[src/rtl/phase_timer_pkg.sv]
// phase_timer_pkg
//   Elaboration-time helpers shared by the phase_timer files.
//   max_int   : larger of two integers.
//   cnt_width : counter width that can hold the longest period length.
package phase_timer_pkg;

  function automatic int max_int(input int a, input int b);
    return (a > b) ? a : b;
  endfunction

  function automatic int cnt_width(input int interim_len, input int full_len);
    return $clog2(max_int(interim_len, full_len) + 1);
  endfunction

endpackage

[src/rtl/phase_timer_mod_counter.sv]
// mod_counter
//   Synchronous up-counter with clear, count enable and a run-time terminal
//   count. When counting at the terminal value it wraps to zero and flags it.
//   Ports:
//     clk   in   clock, rising edge
//     rst   in   synchronous active-high reset (clears count)
//     clr   in   synchronous clear, same effect as rst
//     inc   in   count enable
//     term  in   terminal count (period length minus one)
//     cnt   out  current count
//     wrap  out  high when this cycle's increment wraps term -> 0
module mod_counter #(
  parameter int W = 5
) (
  input  logic         clk,
  input  logic         rst,
  input  logic         clr,
  input  logic         inc,
  input  logic [W-1:0] term,
  output logic [W-1:0] cnt,
  output logic         wrap
);

  logic [W-1:0] cnt_q;
  logic [W-1:0] cnt_d;

  assign wrap = inc && (cnt_q == term);
  assign cnt  = cnt_q;

  always_comb begin
    cnt_d = cnt_q;
    if (clr) begin
      cnt_d = '0;
    end else if (inc) begin
      // Wrap only at term, so the count never runs past the period end.
      cnt_d = wrap ? '0 : cnt_q + W'(1);
    end
  end

  always_ff @(posedge clk) begin
    if (rst) begin
      cnt_q <= '0;
    end else begin
      cnt_q <= cnt_d;
    end
  end

endmodule

[src/rtl/phase_timer.sv]
// phase_timer
//   Enable-gated periodic pulse generator. The first period after enable is
//   INTERIM_CYCLE long, all later ones FULL_CYCLE long; o is high for the
//   first OUTPUT_UP_PERIOD cycles of each period. Dropping en aborts and
//   restarts from the interim period on the next enable.
//   Ports:
//     clk  in   clock, rising edge
//     rst  in   synchronous active-high reset (priority over en)
//     en   in   run enable
//     o    out  pulse output, decoded from registers only
module phase_timer
  import phase_timer_pkg::*;
#(
  parameter int INTERIM_CYCLE    = 20,
  parameter int FULL_CYCLE       = 23,
  parameter int OUTPUT_UP_PERIOD = 16
) (
  input  logic clk,
  input  logic rst,
  input  logic en,
  output logic o
);

  localparam int CNT_W = cnt_width(INTERIM_CYCLE, FULL_CYCLE);

  localparam logic [CNT_W-1:0] TERM_INTERIM = CNT_W'(INTERIM_CYCLE - 1);
  localparam logic [CNT_W-1:0] TERM_FULL    = CNT_W'(FULL_CYCLE - 1);
  localparam logic [CNT_W-1:0] UP_LEN       = CNT_W'(OUTPUT_UP_PERIOD);

  if (INTERIM_CYCLE < 1 || FULL_CYCLE < 1 || OUTPUT_UP_PERIOD < 1 ||
      OUTPUT_UP_PERIOD > INTERIM_CYCLE || OUTPUT_UP_PERIOD > FULL_CYCLE) begin : g_bad_params
    $fatal(1, "phase_timer: illegal INTERIM_CYCLE/FULL_CYCLE/OUTPUT_UP_PERIOD");
  end

  logic             active_q, active_d;
  logic             first_q, first_d;
  logic             restart;
  logic             wrap;
  logic [CNT_W-1:0] term;
  logic [CNT_W-1:0] cnt;

  // Disabled or not yet started: hold the counter at zero and re-arm the
  // interim period. rst is folded in so the counter clears with it.
  assign restart = rst || !en || !active_q;
  assign term    = first_q ? TERM_INTERIM : TERM_FULL;

  mod_counter #(
    .W (CNT_W)
  ) u_cnt (
    .clk  (clk),
    .rst  (rst),
    .clr  (restart),
    .inc  (!restart),
    .term (term),
    .cnt  (cnt),
    .wrap (wrap)
  );

  always_comb begin
    active_d = active_q;
    first_d  = first_q;
    if (!en) begin
      active_d = 1'b0;
      first_d  = 1'b1;
    end else if (!active_q) begin
      active_d = 1'b1;
      first_d  = 1'b1;
    end else if (wrap) begin
      first_d  = 1'b0;
    end
  end

  always_ff @(posedge clk) begin
    if (rst) begin
      active_q <= 1'b0;
      first_q  <= 1'b1;
    end else begin
      active_q <= active_d;
      first_q  <= first_d;
    end
  end

  assign o = active_q && (cnt < UP_LEN);

endmodule

[config.mk]
export PLATFORM = sky130hd
export DESIGN_NAME = phase_timer
export DESIGN_NICKNAME = d
export VERILOG_FILES = /design/src/rtl/phase_timer_pkg.sv /design/src/rtl/phase_timer_mod_counter.sv /design/src/rtl/phase_timer.sv
export SDC_FILE = /design/constraint.sdc
export NUM_CORES = 1
export LEC_CHECK = 0
export BUFFER_PORTS_ARGS = -buffer_cell sky130_fd_sc_hd__buf_2
export CORE_AREA = 4 4 41 43
export CTS_BUF_LIST = sky130_fd_sc_hd__clkbuf_4
export DETAILED_ROUTE_END_ITERATION = 7
export DIE_AREA = 0 0 45 47
export SKIP_LAST_GASP = 1
export SYNTH_ARGS = -nofsm -noshare
export SYNTH_HDL_FRONTEND = slang
export SYNTH_SLANG_ARGS = --single-unit
[constraint.sdc]
create_clock -name clk -period 1.6 [get_ports clk]
set_clock_uncertainty 0.15 [all_clocks]
set_input_delay 0.08 -clock clk [delete_from_list [all_inputs] [get_ports clk]]
set_output_delay 0.08 -clock clk [all_outputs]
set_load 0.02 [all_outputs]
==> results of run 1 <==
-- cell usage in the layout (no fill, tap or decap), types with 2 or more instances in the layout --
cell type and instances:
buf_2 3, clkbuf_4 4, dfxtp_1 7, dlygate4sd3_1 3
nand3_1 3, nand3b_1 2, nor2b_1 2, nor3_1 3
xor2_1 2
-- power by group --
part           leakage (nW)  switching, mW  total [mW]  internal (mW)
Clock                0.0184         0.0625       0.174          0.112
Combinational        0.0609        0.00634      0.0159        0.00958
Sequential           0.0568        0.00190       0.179          0.177
-- worst paths after layout --
kind                       end  slack, ns  cells past startpoint
setup / recovery      active_q       0.16                      4
hold / removal         first_q       0.25                      1
setup reg to reg  u_cnt.cnt[2]       0.23                      3
hold reg to reg        first_q       0.25                      1
-- flip-flops by register name, indices dropped and copies added, names as in the netlist --
| signal | count |
|---|---|
| first_q | 1 |
| active_q | 1 |
| u_cnt.cnt | 5 |
-- what timing repair did --
action | 4_1_cts | 5_1_grt
endpoints found under the setup margin | 0 | 0
hold endpoints to repair | 2 | 0
resized for setup | 0 | 0
hold buffers | 3 | 0
-- cell families after synthesis --
family / Yosys count / synth area share [%]
AO/OA/AOI/OAI: 2 / 4.91
XOR/XNOR: 3 / 9.38
adder cells (fa/ha/maj): 1 / 4.46
flip-flops: 7 / 50.0
AND/OR/NAND/NOR: 15 / 31.2
-- through the flow --
stage / worst slack, ns / power (mW)
2_1_floorplan: 0.338 / 0.188
3_3_place_gp: 0.262 / 0.192
3_5_place_dp: 0.251 / 0.192
4_1_cts: 0.178 / 0.378
5_1_grt: 0.127 / 0.390
6_report: 0.160 / 0.369
-- final cells by class --
class,instances,area (µm²),share of cell area (%)
Clock buffer,4,30.0,8.03
Multi-Input combinational cell,21,140,37.5
Sequential cell,7,140,37.5
Tap cell,15,18.8,5.02
Timing Repair Buffer,6,45.0,12.0
-- routing by layer --
layer  up-vias  wire, µm  share of wire [%]
li1        116         -                  -
met1       104       202                 40
met2         7       255                 51
met3         4        22                4.4
met4         0        19                3.8
met5         -         0                  0
-- synth_stat cells, drive strengths merged --
cell    number
nand2b       1
o21ai        1
a21oi        1
or3b         1
xor2         2
xnor2        1
nor3         3
dfxtp        7
nand3        3
nor2b        2
nor2         1
nand2        1
nand3b       2
ha           1
nor3b        1
-- critical path, cell delays in order --
cell and delay, ns:
dlygate4sd3_1 0.54, buf_2 0.11, nor2b_1 0.14, dlygate4sd3_1 0.56
==> qor.txt, run 1 <==
outcome: finished, final reports clean
Mapped Cells: 28
Tightest Hold Check Type: register to register
Layout Cells excl Fill: 53
Yosys reg bits: 7
Fin. Hold Viols: 0
crit end category: register
RSZ-0062 raised after global routing: false
reg2reg start: u_cnt.cnt[2]
Initial Utilization: 21.5%
core area: 1300 µm²
Total GRT Usage: 5.93%
period utilisation layout: 90.0%
Worst-Skew Late Latency: 0.25 ns
Worst Tran Pin Value: 0.191 ns
Root Buffer: clkbuf_4
ranking of synthesized cells by area: dfxtp_1, xor2_1, nand3_1
crit path launch type: input pin
Via density: 4.36
Slew HR: 87.2%
RePlAce Congestion: 0.649
row count: 13
grt ovf: 0
Antenna Violating Nets Remaining: 0
Wirelength per Cell: 9.43 µm
Syn Area/Cell: 10.0 µm²
1st-iter DRT viols: 2
DRC Markers: 0
Yosys top cell by area: dfxtp_1
antenna cells: 0
Hold Slack: 0.253 ns
min cycle time layout: 1.44 ns
CTS clk-pin slew, worst paths: 0.05 ns
Post-CTS Setup Bufs: 0
Top Usage Layer GRT: met4
Hold Startpoint: active_q
met3 usage in global routing: 1.15%
YS warnings: 0
initial antenna violation count: 0
fin area: 374 µm²
number of fill cells: 150
Post-layout nets: 43
Die Y: 47 µm
largest net degree at the start of global routing: 7
syn nets: 32
Worst EP arrival: 1.43 ns
setup TNS: 0 ns
layout cell share with drive strength beyond 1: 21.1%
die width: 45 µm
Die ar.: 2120 µm²
CTS Buffer Depth: 2
sequential-to-total area share from yosys stat: 50.0%
Placed Instances: 46
critical path type: input pin to register
1st-pass router iterations: 4
TritonCTS clock tree: yes
CP required: 1.59 ns
Syn Std Cell Area: 280 µm²
DR vias: 231
CP Launch Point: en
Cell variety after synth: 15
Post-DP Area: 314 µm²
Finished Core Util: 28.7%
met2 Use GR: 8.76%
Layout area overhead: 33.5%
Post-Route WL: 500 µm
first-pass GRT wire length: 793 µm
I/O pin total: 4
P_leak: 0.136 nW
Yosys top cell area share: 50.0%
CTS sink count: 7
Max-Cap Viols: 0
Max Transition Viols Final: 0
GRT met1 Usage: 5.25%
Port-buffer cells: 3
# setup viols final: 0
fmax: 694 MHz
PwrDens: 986 nW/µm²
vias in the first global route: 202
Peak VDD IR: 0.325 mV
crit-path max FO: 3
Num CTS Buffers: 3
CTS H-Tree Depth: 1
No activity file was read; power rests on OpenSTA's default activity.
==> run 2, diff against run 1 <==
- SKIP_LAST_GASP: 1 -> not set
- SYNTH_HIERARCHICAL: not set -> 1
==> qor.txt, run 2 <==
Layout Cells excl Fill: 66 (was 53)
number of fill cells: 145 (was 150)
crit end category: register (unchanged)
Syn Std Cell Area: 379 µm² (was 280 µm²)
leading cell types by count after synthesis: dfxtp_1, xor2_1, a211oi_1 (was dfxtp_1, nand3_1, nor3_1)
Antenna Violating Nets Remaining: 0 (unchanged)
crit-path max FO: 5 (was 3)
Worst-Skew Late Latency: 0.25 ns (about the same)
Yosys top cell by area: dfxtp_1 (unchanged)
largest net degree at the start of global routing: 9 (was 7)
async set or reset register ratio after synthesis: 0% (unchanged)
Layout area overhead: 28.1% (was 33.5%)
DR vias: 295 (was 231)
PwrDens: 772 nW/µm² (was 986 nW/µm²)
Hold EP: u_cnt/cnt[0] (was first_q)
RePlAce Congestion: 0.697 (was 0.649)
critical path type: input pin to register (unchanged)
Fin. Hold Viols: 0 (unchanged)
worst reg2reg endpoint: u_cnt/cnt[1] (was u_cnt.cnt[2])
first-pass GRT wire length: 1100 µm (was 793 µm)
setup TNS: 0 ns (unchanged)
Max-Cap Viols: 0 (unchanged)
CTS sink count: 7 (unchanged)
min cycle time layout: 1.48 ns (was 1.44 ns)
Root Buffer: clkbuf_4 (unchanged)
Total GRT Usage: 7.53% (was 5.93%)
RSZ-0062 raised after global routing: false (unchanged)
vias in the first global route: 300 (was 202)
Final Power: 0.375 mW (was 0.369 mW)
Wirelength per Cell: 9.52 µm (was 9.43 µm)
Max Transition Viols Final: 0 (unchanged)
CTS Buffer Depth: 2 (unchanged)
core area: 1300 µm² (unchanged)
Post-Route WL: 628 µm (was 500 µm)
ranking of synthesized cells by area: dfxtp_1, xor2_1, a211oi_1 (was dfxtp_1, xor2_1, nand3_1)
crit path launch type: input pin (unchanged)
TritonCTS clock tree: yes (unchanged)
WHS Path Cells: 3 (was 1)
CTS H-Tree Depth: 1 (unchanged)
Largest register FFs: 5 (unchanged)
layout cell share with drive strength beyond 1: 27.5% (was 21.1%)
Worst EP arrival: 1.49 ns (was 1.43 ns)
P_leak: 0.208 nW (was 0.136 nW)
Cell variety after synth: 19 (was 15)
1st-pass router iterations: 2 (was 4)
I/O pin total: 4 (unchanged)
DRC Markers: 0 (unchanged)
# setup viols final: 0 (unchanged)
register area: 140 µm² (unchanged)
Die ar.: 2120 µm² (unchanged)
DP Worst Slack: 0.156 ns (was 0.251 ns)
period utilisation layout: 92.3% (was 90.0%)
fmax: 677 MHz (was 694 MHz)
post-route setup slack: 0.123 ns (was 0.160 ns)
Placed Instances: 59 (was 46)
Post-layout nets: 56 (was 43)
Hold Startpoint: rst (was active_q)
outcome: finished, final reports clean (unchanged)
YS warnings: 6 (was 0)
grt ovf: 0 (unchanged)
Yosys reg bits: 7 (unchanged)
Initial Utilization: 29.1% (was 21.5%)
Hold Slack: 0.0679 ns (was 0.253 ns)
reg2reg start: first_q (was u_cnt.cnt[2])
Yosys top cell area share: 37.0% (was 50.0%)
Reg2Reg Setup Slack: 0.15 ns (was 0.23 ns)
Post-DP HPWL: 463 µm
Num CTS Buffers: 3 (unchanged)
CTS clk-pin slew, worst paths: 0.05 ns (about the same)
R2R cell count: 5 (was 3)
Tightest Hold Check Type: input pin to register (was register to register)
Port-buffer cells: 3 (unchanged)
multi-input logic area: 231 µm² (was 140 µm²)
1st-iter DRT viols: 2 (unchanged)
most frequent cells in the layout: dfxtp_1, xor2_1, a211oi_1 (was dfxtp_1, clkbuf_4)
Via density: 4.47 (was 4.36)
Mapped Cells: 39 (was 28)
die width: 45 µm (unchanged)
sequential-to-total area share from yosys stat: 37.0% (was 50.0%)
initial antenna violation count: 0 (unchanged)
Die Y: 47 µm (unchanged)
Top FF cell, synth: dfxtp_1 (unchanged)
CP required: 1.61 ns (was 1.59 ns)
antenna cells: 0 (unchanged)
Syn Area/Cell: 9.72 µm² (was 10.0 µm²)
number of flops mapped to enable cells by yosys: 0 (unchanged)
Peak VDD IR: 0.307 mV (was 0.325 mV)
row count: 13 (unchanged)
==> run 2: cell count changes after synthesis, moves of 3 or more <==
| cell | change |
|---|---|
| a211oi_1 | +5 |
| nand3_1 | -3 |
| nor3_1 | -3 |
| xor2_1 | +5 |
==> run 2: cells by family after synthesis <==
group / Yosys count / synth area share (%)
xor gates and xnor gates: 9 / 20.8
adders and majority gates: 1 / 3.30
and+or+nand+nor: 10 / 19.1
muxes: 1 / 2.64
DFF: 7 / 37.0
other: 2 / 1.98
buffers and inverters: 3 / 2.97
AOI/OAI and AO/OA: 6 / 12.2
==> run 2: worst max path at each step <==
stage / startpoint / endpoint / slack (ns) / cells after the start
2_1_floorplan: first_q / first_q / 0.13 / 5
3_3_place_gp: first_q / u_cnt/cnt[2] / 0.16 / 5
3_5_place_dp: first_q / u_cnt/cnt[1] / 0.16 / 5
4_1_cts: en / u_cnt/cnt[4] / 0.04 / 6
5_1_grt: en / u_cnt/cnt[2] / 0.03 / 6
6_report: en / u_cnt/cnt[4] / 0.12 / 6
==> run 2: cell type report <==
| class | instances | share of cell area, % |
|---|---|---|
| Multi-Input combinational cell | 30 | 47.7 |
| Sequential cell | 7 | 28.9 |
| Clock buffer | 4 | 6.19 |
| Inverter | 2 | 1.55 |
| Tap cell | 15 | 3.87 |
| Timing Repair Buffer | 8 | 11.9 |
==> run 2: power breakdown <==
part           switching (mW)  internal, mW  total (mW)
Clock                  0.0635         0.112       0.176
Sequential           0.000452         0.176       0.176
Combinational          0.0106        0.0122      0.0228
Total                  0.0745         0.300       0.375
==> run 2: through the flow <==
stage / utilization [%] / area (µm²)
final: 37.3 / 485
after global placement: 32.9 / 428
after detailed placement: 32.9 / 428
after CTS: 36.7 / 478
after floorplan: - / 383
after global routing: 37.3 / 485
==> run 2: critical path, stage by stage <==
cell and delay (ns):
dlygate4sd3_1 0.52, buf_2 0.10, and3b_2 0.23, inv_1 0.04, or2_1 0.29, a211oi_1 0.23
==> run 2: what timing repair did <==
action	4_1_cts	5_1_grt
buffers inserted	0	1
resized for setup	0	1
hold buffers	2	0
hold endpoints to repair	1	0
endpoints found under the setup margin	0	6
==> run 2: per-layer routing <==
metal / track usage [%] / vias to the layer above / wire length (µm)
met4: 5.26 / 0 / 0
li1: - / 153 / -
met3: 4.21 / 0 / 34
met2: 10.2 / 4 / 275
met5: 0 / - / 0
met1: 8.97 / 138 / 317
